### config.mk
export PLATFORM = sky130hd
export DESIGN_NAME = per2axi_resp_channel
export DESIGN_NICKNAME = d
export VERILOG_FILES = /design/src/rtl/per2axi_resp_channel.sv
export SDC_FILE = /design/constraint.sdc
export NUM_CORES = 1
export LEC_CHECK = 0
export ABC_AREA = 1
export CAP_MARGIN = 40
export CORE_MARGIN = 2
export CORE_UTILIZATION = 39
export DETAILED_ROUTE_END_ITERATION = 7
export PLACE_DENSITY_LB_ADDON = 0.1
export SETUP_SLACK_MARGIN = 0.05
export SLEW_MARGIN = 20
export SYNTH_ARGS = -nofsm -noshare
export SYNTH_HDL_FRONTEND = slang
export SYNTH_SLANG_ARGS = --single-unit
### constraint.sdc
create_clock -name clk_i -period 1.81 [get_ports clk_i]
set_input_delay 0.2715 -clock clk_i [delete_from_list [all_inputs] [get_ports clk_i]]
set_output_delay 0.2715 -clock clk_i [all_outputs]
set_load 0.03 [all_outputs]
### src/rtl/per2axi_resp_channel.sv
// -----------------------------------------------------------------------------
// per2axi_resp_channel
//
// Response stage of the peripheral-to-AXI bridge. It takes AXI4 R and B beats,
// grants one of them per cycle (alternating on ties), and returns a registered
// 32-bit response to the peripheral interconnect. A select table, written from
// the request channel's sideband, remembers for each AXI ID which 32-bit half
// of the 64-bit R beat the peripheral asked for.
//
// Optional feature (compile-time macro PER2AXI_RESP_CHECK_EN):
//   Tracks one pending-read bit per AXI ID. R beats for non-pending IDs are
//   accepted but dropped, and err_o is set sticky. A new read to an ID that is
//   already pending also sets err_o. Without the macro err_o is tied to 0.
//
// Ports:
//   clk_i, rst_i            clock, synchronous active-high reset
//   trans_req_i/id_i/add_i  read accepted by the request channel (bit 2 used)
//   axi_master_r_*          AXI R channel (ready is an output)
//   axi_master_b_*          AXI B channel (ready is an output)
//   per_slave_r_*           registered peripheral response
//   err_o                   sticky protocol-error flag
// -----------------------------------------------------------------------------
module per2axi_resp_channel #(
    parameter int PER_ID_WIDTH   = 5,
    parameter int AXI_DATA_WIDTH = 64,
    parameter int AXI_ADDR_WIDTH = 32,
    parameter int AXI_ID_WIDTH   = 3,
    parameter int AXI_USER_WIDTH = 6
) (
    input  logic                      clk_i,
    input  logic                      rst_i,

    input  logic                      trans_req_i,
    input  logic [AXI_ID_WIDTH-1:0]   trans_id_i,
    input  logic [AXI_ADDR_WIDTH-1:0] trans_add_i,

    input  logic                      axi_master_r_valid_i,
    input  logic [AXI_DATA_WIDTH-1:0] axi_master_r_data_i,
    input  logic [1:0]                axi_master_r_resp_i,
    input  logic                      axi_master_r_last_i,
    input  logic [AXI_ID_WIDTH-1:0]   axi_master_r_id_i,
    input  logic [AXI_USER_WIDTH-1:0] axi_master_r_user_i,
    output logic                      axi_master_r_ready_o,

    input  logic                      axi_master_b_valid_i,
    input  logic [1:0]                axi_master_b_resp_i,
    input  logic [AXI_ID_WIDTH-1:0]   axi_master_b_id_i,
    input  logic [AXI_USER_WIDTH-1:0] axi_master_b_user_i,
    output logic                      axi_master_b_ready_o,

    output logic                      per_slave_r_valid_o,
    output logic                      per_slave_r_opc_o,
    output logic [PER_ID_WIDTH-1:0]   per_slave_r_id_o,
    output logic [31:0]               per_slave_r_rdata_o,
    output logic                      err_o
);

    localparam int NUM_IDS = 2 ** AXI_ID_WIDTH;

    // last_gnt encoding: 1 = R was granted last, 0 = B was granted last
    localparam logic GNT_B = 1'b0;
    localparam logic GNT_R = 1'b1;

    // One-hot peripheral ID from an AXI ID; out-of-range IDs map to all zeros.
    function automatic logic [PER_ID_WIDTH-1:0] onehot_id(input logic [AXI_ID_WIDTH-1:0] axi_id);
        logic [PER_ID_WIDTH-1:0] res;
        logic [31:0]             idx;
        res = {PER_ID_WIDTH{1'b0}};
        idx = {{(32-AXI_ID_WIDTH){1'b0}}, axi_id};
        for (int i = 0; i < PER_ID_WIDTH; i++) begin
            if (idx == 32'(i)) begin
                res[i] = 1'b1;
            end else begin
                res[i] = 1'b0;
            end
        end
        return res;
    endfunction

    logic [NUM_IDS-1:0]      sel_r;
    logic                    last_gnt_r;
    logic                    r_gnt_s;
    logic                    b_gnt_s;
    logic                    resp_en_s;
    logic                    resp_opc_s;
    logic [PER_ID_WIDTH-1:0] resp_id_s;
    logic [31:0]             resp_rdata_s;

    logic                    resp_valid_r;
    logic                    resp_opc_r;
    logic [PER_ID_WIDTH-1:0] resp_id_r;
    logic [31:0]             resp_rdata_r;

    // Inputs that carry no information for this stage (single-beat bursts,
    // ignored user bits, address bits other than 2, low resp bits).
    logic unused_s;
    assign unused_s = ^{axi_master_r_last_i, axi_master_r_user_i, axi_master_b_user_i,
                        axi_master_r_resp_i[0], axi_master_b_resp_i[0],
                        trans_add_i[AXI_ADDR_WIDTH-1:3], trans_add_i[1:0]};

    // Arbitration: a lone valid wins; on a tie the channel not granted last wins.
    always_comb begin
        r_gnt_s = 1'b0;
        b_gnt_s = 1'b0;
        if (rst_i) begin
            r_gnt_s = 1'b0;
            b_gnt_s = 1'b0;
        end else begin
            case ({axi_master_r_valid_i, axi_master_b_valid_i})
                2'b10:   r_gnt_s = 1'b1;
                2'b01:   b_gnt_s = 1'b1;
                2'b11: begin
                    if (last_gnt_r == GNT_B) begin
                        r_gnt_s = 1'b1;
                    end else begin
                        b_gnt_s = 1'b1;
                    end
                end
                default: begin
                    r_gnt_s = 1'b0;
                    b_gnt_s = 1'b0;
                end
            endcase
        end
    end

    assign axi_master_r_ready_o = r_gnt_s;
    assign axi_master_b_ready_o = b_gnt_s;

`ifdef PER2AXI_RESP_CHECK_EN
    logic [NUM_IDS-1:0] pending_r;
    logic               err_r;

    // Pending-read bookkeeping; a new request wins over a same-cycle clear.
    always_ff @(posedge clk_i) begin
        if (rst_i) begin
            pending_r <= {NUM_IDS{1'b0}};
        end else begin
            for (int i = 0; i < NUM_IDS; i++) begin
                if (trans_req_i && (trans_id_i == AXI_ID_WIDTH'(i))) begin
                    pending_r[i] <= 1'b1;
                end else if (r_gnt_s && (axi_master_r_id_i == AXI_ID_WIDTH'(i))) begin
                    pending_r[i] <= 1'b0;
                end else begin
                    pending_r[i] <= pending_r[i];
                end
            end
        end
    end

    // Sticky protocol error: unexpected R beat or request to a pending ID.
    always_ff @(posedge clk_i) begin
        if (rst_i) begin
            err_r <= 1'b0;
        end else if ((r_gnt_s && !pending_r[axi_master_r_id_i]) ||
                     (trans_req_i && pending_r[trans_id_i])) begin
            err_r <= 1'b1;
        end else begin
            err_r <= err_r;
        end
    end

    assign err_o = err_r;

    // Unexpected R beats are consumed without producing a response.
    always_comb begin
        resp_en_s = 1'b0;
        if (r_gnt_s) begin
            resp_en_s = pending_r[axi_master_r_id_i];
        end else begin
            resp_en_s = b_gnt_s;
        end
    end
`else
    assign err_o     = 1'b0;
    assign resp_en_s = r_gnt_s | b_gnt_s;
`endif

    // Response contents for the granted channel; sel_r is read before this
    // cycle's table write lands, giving read-before-write on an ID collision.
    always_comb begin
        resp_opc_s   = 1'b0;
        resp_id_s    = {PER_ID_WIDTH{1'b0}};
        resp_rdata_s = 32'h0000_0000;
        if (r_gnt_s) begin
            resp_opc_s = axi_master_r_resp_i[1];
            resp_id_s  = onehot_id(axi_master_r_id_i);
            if (sel_r[axi_master_r_id_i]) begin
                resp_rdata_s = axi_master_r_data_i[63:32];
            end else begin
                resp_rdata_s = axi_master_r_data_i[31:0];
            end
        end else begin
            resp_opc_s   = axi_master_b_resp_i[1];
            resp_id_s    = onehot_id(axi_master_b_id_i);
            resp_rdata_s = 32'h0000_0000;
        end
    end

    // Half-word select table written from the request channel sideband.
    always_ff @(posedge clk_i) begin
        if (rst_i) begin
            sel_r <= {NUM_IDS{1'b0}};
        end else if (trans_req_i) begin
            sel_r[trans_id_i] <= trans_add_i[2];
        end else begin
            sel_r <= sel_r;
        end
    end

    // Remember which channel won the last grant for tie breaking.
    always_ff @(posedge clk_i) begin
        if (rst_i) begin
            last_gnt_r <= GNT_B;
        end else if (r_gnt_s) begin
            last_gnt_r <= GNT_R;
        end else if (b_gnt_s) begin
            last_gnt_r <= GNT_B;
        end else begin
            last_gnt_r <= last_gnt_r;
        end
    end

    // Registered response: valid pulses for one cycle, payload holds when idle.
    always_ff @(posedge clk_i) begin
        if (rst_i) begin
            resp_valid_r <= 1'b0;
            resp_opc_r   <= 1'b0;
            resp_id_r    <= {PER_ID_WIDTH{1'b0}};
            resp_rdata_r <= 32'h0000_0000;
        end else if (resp_en_s) begin
            resp_valid_r <= 1'b1;
            resp_opc_r   <= resp_opc_s;
            resp_id_r    <= resp_id_s;
            resp_rdata_r <= resp_rdata_s;
        end else begin
            resp_valid_r <= 1'b0;
        end
    end

    assign per_slave_r_valid_o = resp_valid_r;
    assign per_slave_r_opc_o   = resp_opc_r;
    assign per_slave_r_id_o    = resp_id_r;
    assign per_slave_r_rdata_o = resp_rdata_r;

endmodule

### Yosys cells after proc, flatten, opt, wreduce, memory -nomap -nowiden

Cells that the tools add are included.

* order comparisons: 3
* equal/unequal tests: 11
* mux-type cells: 28
* bitwise operators: 1
* reductions and logical operators: 4

Operators with widths (number)
* $mux W32: 2
* $mux W1: 20
* $eq A3 B2 Y1 const B: 4
* $bwmux W8: 1
* $lt A3 B4 Y1 const B: 2
* $eq A3 B1 Y1 const B: 2
* $eq A3 B3 Y1 const B: 2
* $logic_not A3 Y1: 2
* $mux W5: 1
* $eq A2 B2 Y1 const B: 2
* $pmux W1 S2: 2
* $bmux W1 S3: 1
* $demux W1 S3: 1
* $ge A3 B1 Y1 const B: 1
* $eq A2 B1 Y1 const B: 1
* $reduce_bool A2 Y1: 1
* $logic_and A1 B1 Y1: 1
* $or A1 B1 Y1: 1

* bits in registers: 48
* input port bits: 127
* output and inout port bits: 42
* word-level logic and storage cells: 53

### Depth between registers and ports, before layout

* word-level depth: 5
* gate-level depth with buffers: 9
* gate-level depth less buffers: 8

### Worst setup path before layout

No wires, ideal clock.

* path type: flip-flop to flip-flop
* start point: register last_gnt_r
* end point: register resp_rdata_r[0] (netlist: per_slave_r_rdata_o[0])
* library setup time: 70 ps
* data arrival time: 1163 ps
* required time: 1740 ps
* setup slack: 576 ps
* stages on the path, launching flop included: 7
* path buffers: 1
* period minus slack after synthesis: 1234 ps
* cell sequence: dfxtp_1 > nand2_1 > nand3_1 > inv_2 > buf_2 > nand3_1 > a21oi_1

* cells in the longest elaborated chain, start to end: 4
* elaborated cells between the ends (all ways): 8
* classes of those cells: 7 x mux; 1 x bitwise

Ends and longest elaborated chain
* start, declared: line 81 `logic last_gnt_r;`
* start signal, assigned: line 220 `last_gnt_r <= last_gnt_r;`
* $mux W1 *: line 113 `if (last_gnt_r == GNT_B) begin`
* $pmux W1 S2 *: line 109 `case ({axi_master_r_valid_i, axi_master_b_valid_i})`
* $mux W1 *: line 105 `if (rst_i) begin`
* named net axi_master_r_ready_o: line 43 `output logic axi_master_r_ready_o,`
* $mux W32 or $or A1 B1 Y1 (tied branches): line 185, 176
* end signal, assigned: line 235 `resp_rdata_r <= resp_rdata_s;`
* end, declared: line 92 `logic [31:0] resp_rdata_r;`

The timed path passes the listed nets; every way through them passes the cells marked *.
A chain may end at the register's enable or synchronous reset.

### Worst setup path in the final report

* start point: register resp_rdata_r[30] (netlist: per_slave_r_rdata_o[30])
* end point: output per_slave_r_rdata_o[30]

RTL lines
* end, declared: line 54 `output logic [31:0] per_slave_r_rdata_o,`

No word-level cell between the ends.

==> metrics.csv <==
stage;metric;value;unit
run_status;status;complete, no violations;
sta;post-route setup TNS;0;ns
pwr;LEAKAGE;1.85;nW
final_layout;ANT cells;0;
worst_setup_path;WP data required;1.54;ns
clocking;H-tree levels;2;
floorplan;die outline area;7210;sq um
final_layout;share of layout cells above drive strength 1;7.34;%
pwr;Peak supply drop;334;uV
sta;Final setup violation count;0;
route;Vias;2865;
sta;min cycle time layout;1.61;ns
synth;Mapped Avg Cell Area;6.29;sq um
route;Post-DRT Antenna Nets;0;
synth;Yosys top cell area share;37.6;%
clocking;CTS tree;yes;
pwr;Tot Pwr;2.59;mW
synth;Post-Syn Area;2550;sq um
worst_setup_path;Critical Path Max Stage Delay;0.71;ns
global_routing;GRT Resource Usage Total;19.5;%
synth;ys async rst share;0;%
placement;port bufs;121;
clocking;worst skew pair latency;0.30;ns
worst_hold_path;worst hold start;rst_i;
sta;RSZ-0062 raised after global routing;false;
worst_setup_path;CP delay by family, top;buffers and inverters;
worst_hold_path;Min-Delay Path Depth;4;
global_routing;grt ovf;0;
placement;Inst Count DP;601;
worst_setup_path;R2R setup slack;0.45;ns
job;Max Cap Viol;0;
floorplan;Die Wd;84.9;um
placement;DP Worst Slack;-0.123;ns
synth;Yosys reg bits;48;
clocking;post-cts resize count;0;
clocking;CTS sink cnt;48;
clocking;clock transition at the registers of the reported paths;0.09;ns
route;Wirelength per Cell;11.5;um
clocking;clock buffer depth;2;
final_layout;Finished Layout Cells;608;
floorplan;IO Count;169;
sta;worst setup margin;0.198;ns
global_routing;first-pass GRT wire length;11500;um
global_routing;number of antenna violations at the first check in global routing;0;
worst_setup_path;worst r2r path cells;9;
floorplan;FP Rows;29;
synth;Mapped Nets;533;
final_layout;synthesis-to-finish area growth;58.9;%
clocking;post-CTS setup buffer count;0;
sta;final hold vios;0;
synth;Main synth FF type;dfxtp_1;
placement;gpl congestion;0.806;
worst_setup_path;crit end category;output pin;
worst_setup_path;worst-path cell chain;clkdlybuf4s50_1;
floorplan;Initial Util;40.2;%
worst_hold_path;hold path endpoint;per_slave_r_opc_o;
final_layout;most common cell after layout, fill and taps aside;clkdlybuf4s50_1;
worst_setup_path;Worst Path Buf+Inv;1;
sta;Peak Freq;0.620;GHz
pwr;Pwr per Cell Area;639;nW/um^2
clocking;hold_buf cts;0;
route;final WL;7010;um
synth;Mapped Cells;406;
final_layout;fin nets;658;
synth;Seq/Total Area, Yosys;37.6;%
global_routing;vias in the first global route;2586;
worst_setup_path;reg-to-reg endpoint;per_slave_r_rdata_o[12];
route;Residual DRC;0;
synth;yosys warns;0;
route;Iter 0 DRT Violations;90;
worst_hold_path;Tightest Hold Check Type;primary input to flip-flop;
sta;skew final;0.0111;ns
global_routing;largest net degree at the start of global routing;47;
worst_setup_path;crit path kind;flip-flop to output pin;
synth;number of flops mapped to enable cells by yosys;0;
worst_setup_path;cell with the largest stage delay on the worst path;clkdlybuf4s50_1;
worst_setup_path;critical path startpoint category;flip-flop;
synth;synth top area cells;dfxtp_1, nand3_1, nand2_1;
route;vias per cell;4.71;
clocking;clock root cell;clkbuf_8;
route;drt pass-1 iters;5;
worst_setup_path;CP arrival;1.34;ns
final_layout;commonest cells after routing, fill and taps aside;clkdlybuf4s50_1, nand2_1, inv_1;
worst_setup_path;worst r2r src;sel_r[7];
synth;biggest area consumer among synthesized cells;dfxtp_1;
floorplan;Die Y;84.9;um
floorplan;area of the core;6350;sq um
placement;DPL Wire Length;5300;um
worst_setup_path;critical path fanouts, max;2;
sta;Max Slew Vio Count;0;
synth;post-synth cell types;23;
sta;period utilization;89.1;%
clocking;Num CTS Buffers;5;
-- power breakdown --
group / leakage [nW] / total (mW) / internal [mW] / switching (mW)
registers: 0.392 / 1.13 / 1.11 / 0.0248
clock network: 0.0503 / 0.687 / 0.341 / 0.346
logic: 1.41 / 0.775 / 0.390 / 0.385
-- layout make-up --
cell class | count | area [sq um]
clock buffers | 7 | 96.3
fillers | 589 | 2290
inverters | 91 | 342
multi-input cells | 244 | 1130
flip-flops and latches | 48 | 961
well taps | 77 | 96.3
repair buffers | 141 | 1440
-- sequential cells by signal, summed over array words and instances (netlist names) --
name and count:
sel_r 8, per_slave_r_id_o 5, per_slave_r_opc_o 1, per_slave_r_valid_o 1, per_slave_r_rdata_o 32, last_gnt_r 1
-- layer usage --
layer  share of wire, %  vias up  wire length, um  GRT usage [%]
met3                7.4        4              521           5.06
li1                   -     1503                -              -
met2                 48       93             3390           34.0
met1                 44     1265             3060           24.5
met5                  0        -                0              0
met4               0.57        0               40           3.46
-- worst max path at each step --
stage	end	cells past startpoint	slack (ns)	startpoint
2_1_floorplan	per_slave_r_rdata_o[0]	6	0.58	last_gnt_r
3_3_place_gp	per_slave_r_rdata_o[21]	10	-0.09	axi_master_r_id_i[0]
3_5_place_dp	per_slave_r_rdata_o[11]	10	-0.12	axi_master_r_id_i[0]
4_1_cts	per_slave_r_rdata_o[0]	10	0.18	axi_master_r_id_i[0]
5_1_grt	per_slave_r_rdata_o[11]	10	0.06	axi_master_r_id_i[0]
6_report	per_slave_r_rdata_o[30]	1	0.20	per_slave_r_rdata_o[30]
-- worst min-delay path, delay by kind of cell --
family,cells,cell delay [ns]
AO/OA/AOI/OAI,1,0.08
buffers and inverters,3,0.19
-- synth_stat cells, types with 2 or more instances --
library cell / number
a21oi_1: 46
buf_1: 4
buf_2: 11
buf_6: 3
clkbuf_1: 4
dfxtp_1: 48
inv_1: 86
inv_2: 5
nand2_1: 89
nand3_1: 79
nand3_2: 2
nor2_1: 8
o21ai_0: 9
o21ai_1: 3
-- through the flow --
step	utilization, %	hold WS, ns	cell area (sq um)
floorplan	-	0.450	2550
global placement	62.4	0.450	3960
detailed placement	62.4	0.454	3960
CTS	63.9	0.280	4060
global route	63.9	0.291	4060
finish	63.9	0.283	4060
-- cell families (layout without fill, tap and decap cells) --
family	count (synthesis)	count (layout)	synth area share, %
and+or+nand+nor	183	183	32.0
AOI/OAI and AO/OA	60	60	11.9
other	1	1	0.147
buffers and inverters	114	239	18.3
DFF	48	48	37.6
Note: power is estimated with default switching activity, not from simulation.
